$ cat src/rtl/hazard_sequencer.sv
// Stall/flush controller for the IF/ID and ID/EX pipeline registers; priority mem_busy > redirect > load-use.
// Latency: outputs are combinational from state and inputs, so a hazard acts in its detection cycle.
// Backpressure: mem_busy_i holds PC, IF/ID and ID/EX until it drops; there is no abort on timeout.
module hazard_sequencer #(
    parameter int LOAD_STALL_CYCLES = 1,
    parameter int BRANCH_PENALTY    = 2,
    parameter int MEM_WAIT_MAX      = 15
) (
    input  logic        clk,
    input  logic        rst,
    input  logic        load_hazard_i,
    input  logic        redirect_i,
    input  logic        mem_busy_i,
    output logic        pc_stall_o,
    output logic        if_id_stall_o,
    output logic        if_id_flush_o,
    output logic        id_ex_stall_o,
    output logic        id_ex_flush_o,
    output logic [1:0]  state_o,
    output logic        timeout_o,
    output logic [15:0] stall_cnt_o
);

    localparam int LW = $clog2(LOAD_STALL_CYCLES + 1);
    localparam int FW = $clog2(BRANCH_PENALTY + 1);
    localparam int WW = $clog2(MEM_WAIT_MAX + 1);

    typedef enum logic [1:0] {
        ST_RUN   = 2'd0,
        ST_LOAD  = 2'd1,
        ST_FLUSH = 2'd2,
        ST_MEM   = 2'd3
    } state_t;

    state_t          state, state_n;
    logic [LW-1:0]   lcnt, lcnt_n;
    logic [FW-1:0]   fcnt, fcnt_n;
    logic [WW-1:0]   wcnt, wcnt_n;
    logic            timeout_q;
    logic [15:0]     stall_cnt;

    logic pc_stall, if_id_stall, if_id_flush, id_ex_stall, id_ex_flush;
    logic run_rules;

    always_comb begin
        state_n     = state;
        lcnt_n      = lcnt;
        fcnt_n      = fcnt;
        wcnt_n      = wcnt;
        pc_stall    = 1'b0;
        if_id_stall = 1'b0;
        if_id_flush = 1'b0;
        id_ex_stall = 1'b0;
        id_ex_flush = 1'b0;
        run_rules   = 1'b0;

        case (state)
            ST_RUN: run_rules = 1'b1;
            ST_LOAD: begin
                // An older-stage event cancels the remaining bubbles.
                if (mem_busy_i || redirect_i) begin
                    run_rules = 1'b1;
                end else begin
                    pc_stall    = 1'b1;
                    if_id_stall = 1'b1;
                    id_ex_flush = 1'b1;
                    lcnt_n      = lcnt - LW'(1);
                    if (lcnt == LW'(1)) state_n = ST_RUN;
                end
            end
            ST_FLUSH: begin
                // The ID instruction is being squashed, so its load-use hazard is moot.
                if (mem_busy_i) begin
                    run_rules = 1'b1;
                end else begin
                    if_id_flush = 1'b1;
                    id_ex_flush = 1'b1;
                    fcnt_n      = fcnt - FW'(1);
                    if (fcnt == FW'(1)) state_n = ST_RUN;
                end
            end
            ST_MEM: begin
                if (mem_busy_i) begin
                    pc_stall    = 1'b1;
                    if_id_stall = 1'b1;
                    id_ex_stall = 1'b1;
                    if (wcnt != WW'(MEM_WAIT_MAX)) wcnt_n = wcnt + WW'(1);
                end else begin
                    run_rules = 1'b1;
                end
            end
            default: state_n = ST_RUN;
        endcase

        if (run_rules) begin
            if (mem_busy_i) begin
                pc_stall    = 1'b1;
                if_id_stall = 1'b1;
                id_ex_stall = 1'b1;
                state_n     = ST_MEM;
                wcnt_n      = WW'(1);
            end else if (redirect_i) begin
                if_id_flush = 1'b1;
                id_ex_flush = 1'b1;
                if (BRANCH_PENALTY > 1) begin
                    state_n = ST_FLUSH;
                    fcnt_n  = FW'(BRANCH_PENALTY - 1);
                end else begin
                    state_n = ST_RUN;
                end
            end else if (load_hazard_i) begin
                pc_stall    = 1'b1;
                if_id_stall = 1'b1;
                id_ex_flush = 1'b1;
                if (LOAD_STALL_CYCLES > 1) begin
                    state_n = ST_LOAD;
                    lcnt_n  = LW'(LOAD_STALL_CYCLES - 1);
                end else begin
                    state_n = ST_RUN;
                end
            end else begin
                state_n = ST_RUN;
            end
        end
    end

    always_ff @(posedge clk or negedge rst) begin
        if (!rst) begin
            state     <= ST_RUN;
            lcnt      <= '0;
            fcnt      <= '0;
            wcnt      <= '0;
            timeout_q <= 1'b0;
            stall_cnt <= '0;
        end else begin
            state <= state_n;
            lcnt  <= lcnt_n;
            fcnt  <= fcnt_n;
            wcnt  <= wcnt_n;
            if (state == ST_MEM && mem_busy_i && wcnt == WW'(MEM_WAIT_MAX))
                timeout_q <= 1'b1;
            if (pc_stall && stall_cnt != 16'hFFFF)
                stall_cnt <= stall_cnt + 16'd1;
        end
    end

    // Gate with reset so a held-low reset releases every stall even while inputs are active.
    assign pc_stall_o    = rst & pc_stall;
    assign if_id_stall_o = rst & if_id_stall;
    assign if_id_flush_o = rst & if_id_flush;
    assign id_ex_stall_o = rst & id_ex_stall;
    assign id_ex_flush_o = rst & id_ex_flush;
    assign state_o       = state;
    assign timeout_o     = timeout_q;
    assign stall_cnt_o   = stall_cnt;

endmodule

$ cat config.mk
export PLATFORM = sky130hd
export DESIGN_NAME = hazard_sequencer
export DESIGN_NICKNAME = d
export VERILOG_FILES = /design/src/rtl/hazard_sequencer.sv
export SDC_FILE = /design/constraint.sdc
export NUM_CORES = 1
export LEC_CHECK = 0
export CORE_MARGIN = 3
export CORE_UTILIZATION = 55
export DETAILED_ROUTE_END_ITERATION = 7
export PLACE_DENSITY = 0.84
export SLEW_MARGIN = 10
export SYNTH_ARGS = -nofsm -noshare
export SYNTH_HDL_FRONTEND = slang
export SYNTH_SLANG_ARGS = --single-unit
$ cat constraint.sdc
create_clock -name clk -period 4.1 [get_ports clk]
set_clock_uncertainty 0.15 [all_clocks]
set_input_delay 1.025 -clock clk [delete_from_list [all_inputs] [get_ports clk]]
set_output_delay 1.025 -clock clk [all_outputs]
set_load 0.005 [all_outputs]
==> impl_metrics.yaml, run 1 <==
placed_design:
  dpl.hpwl_mm: 2.48
  port_buffers: 28
  placedCellCount: 212
  gp_congestion: 0.834
  dp_slack_ns: 0.163
pwr:
  peakVddDrop_mv: 0.499
  power.density_nw_per_um2: 587
  power_mw: 1.13
  power_leakage_nw: 0.822
global_route:
  top_usage_layer: "met2"
  grtUsageMet2_pct: 34.5
  grt.total_usage_pct: 21.2
  grt_first_pass_wirelength_mm: 5.62
  antenna_found_initial: 0
  grt_max_degree: 16
  grtUsageMet1_pct: 27.3
  gr-usage-met3_pct: 3.51
  overflow: 0
  grt_pass1_vias: 1240
yosys:
  synthXorXnorAreaFrac_pct: 7.95
  synth_simple_gate_area_share_pct: 24.5
  seq_area_frac_synth_pct: 42.2
  ys_ff_latch: 26
  yosys_warnings: 0
  yosys.area.top_type: "dfrtp_1"
  synth_area_leaders: "dfrtp_1 42%, ha_1 8.1%, xnor2_1 7.4%"
  synth_compound_area_share_pct: 9.65
  syn_inst: 152
  netlist.area_leader.share_pct: 42.2
  synth.area.mux_share_pct: 4.38
  synthAdderAreaFrac_pct: 8.11
  synth_cell_types: 45
  synth_fp_nets: 167
  synth_top_family_by_area: "simple AND/OR/NAND/NOR gates"
  syn-cell-area_um2: 1540
  syn_area_per_cell_um2: 10.1
floorplan:
  dieArea_um2: 3480
  num_io_pins: 29
  fp.dieH_um: 59.0
  rows: 18
  die_x_um: 59.0
  core-area_um2: 2570
  start_util_pct: 60.1
detailed_routing:
  dr.pass1.iters: 4
  routed_via_density: 5.96
  drt-initial-drc-count: 64
  drc: 0
  routed-via-count: 1287
  detail-route-antenna-nets: 0
  wirelength_mm: 3.39
  wl_per_cell_um: 15.7
sta:
  fin_tns_setup_ns: 0
  finalHoldViolations: 0
  slew_headroom_pct: 51.2
  setup_violations: 0
  slew_violations: 0
  worstMarginPinSlew_ns: 0.731
  fin_ws_ns: 0.0550
  holdWs_ns: 0.338
  period_minus_slack_ns: 4.05
  fin_crit_sh_pct: 98.7
  grt_setup_unrepaired: "no"
  max_freq_ghz: 0.247
cts:
  cts_buffer_depth: 2
  clk_latency_ns: 0.33
  ctsHoldBuffers: 0
  ctsHtreeMaxLevel: 1
  cts_resized: 0
  cts_tree: "done"
  cts_root_buf: "clkbuf_4"
  postCtsSetupRepairBufs: 0
  cts_sinks: 26
  cts_buffers: 3
  cts.clk_slew.worst_paths_ns: 0.14
setup_path:
  r2r_slack_ns: 1.67
  cp_max_fo: 5
  r2r-end: "stall_cnt_o[1]$_DFFE_PN0P_"
  critical_path_required_ns: 2.92
  worst_setup_path_start_kind: "primary input"
  worstRegToRegCells: 6
  timing.rr.start: "state_o[0]$_DFFE_PN0P_"
  critPathCapture: "id_ex_flush_o"
  crit_type: "in -> out"
  crit_path_end_kind: "output port"
  critPathLaunch: "mem_busy_i"
  cp.arrival_ns: 2.87
final_layout:
  area_growth_pct: 25.2
  layout-drive-gt1-share_pct: 14.5
  nNetsFinal: 202
  n_fill_cell: 191
  stdcell_count: 216
  layout_common_cells: "27 x clkdlybuf4s50_1, 26 x dfrtp_1, 14 x nand2_1"
  n_antenna_cell: 0
  final_common_cell: "clkdlybuf4s50_1"
min_path:
  hold_path.class: "reg -> reg"
flow_run:
  cap_violations: 0
outcome:
  outcome: "finished, final reports clean"
## routing by layer
metal	part of all wire (%)	routed length [um]
met4	2.1	70
met2	50	1690
met3	4.2	143
met5	0	0
met1	44	1480
## final cells by class
class	instances	area (um2)	share of cell area [%]
well taps	30	37.5	1.94
clock inverters	1	30.0	1.55
multi-input cells	116	845	43.7
flip-flops and latches	26	651	33.7
clock buffers	3	22.5	1.17
inverters	7	26.3	1.36
repair buffers	33	320	16.6
## through the flow
step                area (um2)  utilization, %
detailed placement        1870            73.0
global placement          1870            73.0
finish                    1930            75.2
global route              1930            75.2
CTS                       1930            75.0
floorplan                 1540               -
## synthesized netlist by cell type (all sizes together)
cell type and number:
mux2 3, ha 10, nor4 1, a21oi 4
nor4bb 1, a211oi 1, o21ai 7, nand4 11
inv 6, nand2 14, nor2b 1, o21a 2
a221o 1, nor3b 1, mux2i 3, dfrtp 26
buf 3, or3 2, a21boi 1, and2b 1
and2 1, and3 3, nand4b 1, xnor2 13
o31a 1, nand2b 1, nand3 11, nor2 14
clkinv 1, o21bai 1, a2bb2oi 1, xor2 1
nor3 2, a32o 1, o22ai 1
## power by group
group          internal [mW]  total (mW)  switching, mW
sequential             0.319       0.404         0.0849
clock                 0.0989       0.180         0.0811
combinational          0.272       0.550          0.278
total                  0.689        1.13          0.444
## worst min-delay path by stage
| stage | from | to | cells after the start |
|---|---|---|---|
| CTS | fcnt[0]$_DFF_PN0_ | fcnt[0]$_DFF_PN0_ | 1 |
| floorplan | lcnt$_DFFE_PN0P_ | lcnt$_DFFE_PN0P_ | 1 |
| global placement | timeout_o$_DFFE_PN0P_ | timeout_o$_DFFE_PN0P_ | 1 |
| detailed placement | timeout_o$_DFFE_PN0P_ | timeout_o$_DFFE_PN0P_ | 1 |
| finish | fcnt[0]$_DFF_PN0_ | fcnt[0]$_DFF_PN0_ | 1 |
| global route | fcnt[0]$_DFF_PN0_ | fcnt[0]$_DFF_PN0_ | 1 |
## cell families (layout without fill, tap and decap cells)
kind of cell               Yosys count  in the layout
muxes                                6              6
xor gates and xnor gates            14             14
AOI/OAI and AO/OA                   21             21
DFF                                 26             26
buffers and inverters               10             44
and+or+nand+nor                     65             65
adders and majority gates           10             10
## worst max-delay path, cell delays in order
cell and delay (ns):
clkdlybuf4s50_1 0.56, a211oi_1 0.07, a21oi_1 0.18, nor2_2 0.07, o21ai_0 0.26, and3_1 0.20, clkdlybuf4s50_1 0.49
Note: power is estimated with default switching activity, not from simulation.
==> inputs of run 2 (changes only) <==
Settings changed: REMOVE_ABC_BUFFERS from default to 1, SLEW_MARGIN 10 to default.
==> run 2 against run 1 <==
  * Register-to-register slack barely moved
  * Critical path type unchanged
  * First-iteration DRC count fell by 36%
  * Largest power group unchanged
  * Sequential share of layout area rose by 0.37 points
  * Die area did not move
  * Worst setup slack improved by 0.079 ns
  * Global-route usage fell by 1.0 points
  * Critical path depth fell by 1
  * Sequential cell count did not move
  * Non-clock buffer count did not move
  * Final cell count did not move
  * Wire length fell by 2.9%
==> impl_metrics.yaml, run 2 (synthesized netlist as in run 1, its figures left out) <==
setup_path:
  worst_setup_path_start_kind: "primary input"
  crit_path_end_kind: "output port"
  crit_type: "in -> out"
  critical_path_required_ns: 2.92
  cp.arrival_ns: 2.79
  cp_max_fo: 6
detailed_routing:
  routed_via_density: 5.77
  wl_per_cell_um: 15.2
  wirelength_mm: 3.29
  drt-initial-drc-count: 41
  drc: 0
  detail-route-antenna-nets: 0
  dr.pass1.iters: 4
  routed-via-count: 1247
placed_design:
  dpl.hpwl_mm: 2.60
  gp_congestion: 0.890
  port_buffers: 28
pwr:
  power_mw: 1.08
  power.density_nw_per_um2: 563
  p_sw_share_pct: 40.1
  p_int_mw: 0.645
  power_leakage_nw: 0.806
  p_clk_share_pct: 12.3
  pwr-share-seq_pct: 37.5
  p_sw_mw: 0.431
  p_comb_share_pct: 50.2
  peakVddDrop_mv: 0.464
global_route:
  gr-usage-met3_pct: 2.41
  grt_first_pass_wirelength_mm: 5.36
  top_usage_layer: "met2"
  overflow: 0
  antenna_found_initial: 0
  grtUsageMet2_pct: 31.9
  grtUsageMet1_pct: 27.6
  grt_pass1_vias: 1191
  grt_max_degree: 15
  grt.total_usage_pct: 20.1
cts:
  cts_resized: 0
  clk_latency_ns: 0.32
  cts_buffers: 3
  cts.clk_slew.worst_paths_ns: 0.14
  postCtsSetupRepairBufs: 0
  ctsHoldBuffers: 0
  cts_root_buf: "clkbuf_4"
  ctsHtreeMaxLevel: 1
  cts_sinks: 26
  cts_buffer_depth: 2
  cts_tree: "done"
floorplan:
  fp.dieH_um: 59.0
  core-area_um2: 2570
  num_io_pins: 29
  rows: 18
  dieArea_um2: 3480
  start_util_pct: 60.1
  die_x_um: 59.0
sta:
  worstMarginPinSlew_ns: 0.734
  holdWs_ns: 0.342
  slew_headroom_pct: 51.0
  max_freq_ghz: 0.252
  finalHoldViolations: 0
  setup_violations: 0
  fin_crit_sh_pct: 96.7
  period_minus_slack_ns: 3.97
  fin_tns_setup_ns: 0
  slew_violations: 0
  grt_setup_unrepaired: "no"
final_layout:
  n_fill_cell: 203
  area_growth_pct: 23.8
  layout-drive-gt1-share_pct: 14.0
  layout_common_cells: "28 x clkdlybuf4s50_1, 26 x dfrtp_1, 14 x nand2_1"
  nNetsFinal: 202
  n_antenna_cell: 0
  final_common_cell: "clkdlybuf4s50_1"
min_path:
  hold_path.class: "reg -> reg"
outcome:
  outcome: "finished, final reports clean"
flow_run:
  cap_violations: 0
-- run 2: per-stage QoR --
step           instance area, um2  cells  worst slack, ns  util (%)
6_report                     1910    216            0.134      74.4
5_1_grt                      1910    216           0.0466      74.4
4_1_cts                      1910    216            0.138      74.4
3_5_place_dp                 1870    212            0.142      73.0
3_3_place_gp                 1870    212            0.225      73.0
2_1_floorplan                1520    149             1.08         -
-- run 2: cell type report --
| class | instances | area, um2 | area share (%) |
|---|---|---|---|
| clock buffer | 4 | 36.3 | 1.90 |
| inverter | 7 | 26.3 | 1.38 |
| multi-input combinational | 116 | 842 | 44.1 |
| sequential | 26 | 651 | 34.1 |
| tap | 30 | 37.5 | 1.96 |
| timing repair buffer | 33 | 318 | 16.6 |
-- run 2: path summary, 6_finish.rpt --
| kind | from | endpoint | slack, ns | cells after the start |
|---|---|---|---|---|
| hold reg to reg | fcnt[0]$_DFF_PN0_ | fcnt[0]$_DFF_PN0_ | 0.34 | 1 |
| setup reg to reg | state_o[0]$_DFFE_PN0P_ | stall_cnt_o[1]$_DFFE_PN0P_ | 1.68 | 6 |
| min in group asynchronous | rst | asynchronous set/reset pin | 0.84 | 1 |
| max in group asynchronous | rst | stall_cnt_o[12]$_DFFE_PN0P_ | 2.45 | 2 |
| setup / recovery | mem_busy_i | pc_stall_o | 0.13 | 6 |
| hold / removal | fcnt[0]$_DFF_PN0_ | fcnt[0]$_DFF_PN0_ | 0.34 | 1 |
-- run 2: metal layers --
layer  vias up  part of all wire, %
met1       602                   47
met3         8                  3.6
met4         0                  2.1
met2        33                   48
met5         -                    0
li1        604                    -
-- run 2: worst max-delay path: stages --
cell,delay (ns)
clkdlybuf4s50_1,0.52
nor2_1,0.28
o21ai_2,0.11
and2_4,0.16
and2b_2,0.21
clkdlybuf4s50_1,0.49
-- run 2: power groups by stage --
stage	Combinational [mW]	Sequential [mW]	Clock, mW
finish	0.540	0.404	0.133
global route	0.602	0.416	0.141
CTS	0.543	0.403	0.135
detailed placement	0.541	0.408	0
global placement	0.511	0.401	0
floorplan	0.332	0.395	0
==> inputs of run 3 (changes only) <==
Settings changed: CORE_MARGIN 3 to default.
==> run 3 against run 2 <==
  * Non-clock buffer count is the same
  * Core utilization unchanged
  * Worst setup slack improved by 0.050 ns
  * Critical endpoint unchanged
  * Largest cell class unchanged
==> impl_metrics.yaml, run 3 (synthesized netlist as in run 1, its figures left out) <==
setup_path:
  crit_path_end_kind: "output port"
  critical_path_required_ns: 2.92
  critPathLaunch: "mem_busy_i"
  cp.arrival_ns: 2.74
  crit_type: "in -> out"
  worst_setup_path_start_kind: "primary input"
  timing.rr.start: "state_o[0]$_DFFE_PN0P_"
  cp_max_fo: 6
pwr:
  power.density_nw_per_um2: 558
  power_mw: 1.07
  peakVddDrop_mv: 0.493
  power_leakage_nw: 0.806
outcome:
  outcome: "finished, final reports clean"
flow_run:
  cap_violations: 0
sta:
  fin_tns_setup_ns: 0
  slew_violations: 0
  max_freq_ghz: 0.255
  fin_crit_sh_pct: 95.5
  fin_ws_ns: 0.184
  worstMarginPinSlew_ns: 0.713
  slew_headroom_pct: 52.5
  period_minus_slack_ns: 3.92
  finalHoldViolations: 0
  holdWs_ns: 0.340
  setup_violations: 0
  grt_setup_unrepaired: "no"
placed_design:
  dp_slack_ns: 0.201
  placed_area_um2: 1870
  port_buffers: 28
  dpl.hpwl_mm: 2.30
  gp_congestion: 0.822
  placedCellCount: 212
cts:
  ctsHoldBuffers: 0
  ctsHtreeMaxLevel: 1
  cts_buffers: 3
  cts_tree: "done"
  clk_latency_ns: 0.32
  cts_root_buf: "clkbuf_4"
  postCtsSetupRepairBufs: 0
  cts_resized: 0
  cts_buffer_depth: 2
  cts.clk_slew.worst_paths_ns: 0.14
  cts_sinks: 26
final_layout:
  stdcell_count: 216
  layout_common_cells: "28 x clkdlybuf4s50_1, 26 x dfrtp_1, 14 x nand2_1"
  final_common_cell: "clkdlybuf4s50_1"
  layout-drive-gt1-share_pct: 14.0
  n_antenna_cell: 0
  area_growth_pct: 23.8
  n_fill_cell: 190
  nNetsFinal: 202
  final_util_pct: 74.4
  final_cell_area_um2: 1910
detailed_routing:
  wirelength_mm: 3.13
  drt-initial-drc-count: 38
  detail-route-antenna-nets: 0
  routed-via-count: 1245
  wl_per_cell_um: 14.5
  routed_via_density: 5.76
  dr.pass1.iters: 4
  drc: 0
min_path:
  hold_path.class: "reg -> reg"
  min_from: "timeout_o$_DFFE_PN0P_"
global_route:
  grt.total_usage_pct: 23.3
  antenna_found_initial: 0
  grt_max_degree: 15
  grt_first_pass_wirelength_mm: 4.93
  overflow: 0
  grt_pass1_vias: 1099
floorplan:
  num_io_pins: 29
  dieArea_um2: 3020
  start_util_pct: 60.1
  die_x_um: 55.0
  rows: 18
  fp.dieH_um: 55.0
  core-area_um2: 2570
-- run 3: cell counts in the layout (fill, tap and decap cells not counted) --
No cell type changed its count.
-- run 3: critical path, cell delays in order --
cell,delay [ns]
clkdlybuf4s50_1,0.50
nor2_1,0.26
o21ai_2,0.10
and2_4,0.15
and2b_2,0.21
clkdlybuf4s50_1,0.49
-- run 3: layer usage --
metal	GRT usage (%)	wire length, um	vias to the layer above
met1	31.5	1520	597
met3	2.46	130	4
li1	-	-	607
met2	39.2	1460	37
met4	7.50	27	0
met5	0	0	-
-- run 3: path summary, 6_finish.rpt --
check                                         endpoint  slack, ns  depth (start not counted)
hold / removal                   timeout_o$_DFFE_PN0P_       0.34                          1
setup reg to reg           stall_cnt_o[11]$_DFFE_PN0P_       1.71                          7
max in group asynchronous            fcnt[1]$_DFF_PN0_       2.44                          2
setup / recovery                            pc_stall_o       0.18                          6
min in group asynchronous            wcnt[1]$_DFF_PN0_       0.85                          1
hold reg to reg                  timeout_o$_DFFE_PN0P_       0.34                          1
-- run 3: area by class of cell --
class	instances	area (um2)	area share [%]
clock buffers	4	36.3	1.90
inverters	7	26.3	1.38
multi-input cells	116	842	44.1
flip-flops and latches	26	651	34.1
well taps	30	37.5	1.96
repair buffers	33	318	16.6
-- run 3: power breakdown --
part | total, mW | internal (mW) | switching (mW)
Clock | 0.131 | 0.0544 | 0.0771
Combinational | 0.532 | 0.270 | 0.263
Sequential | 0.402 | 0.319 | 0.0835
Total | 1.07 | 0.643 | 0.423
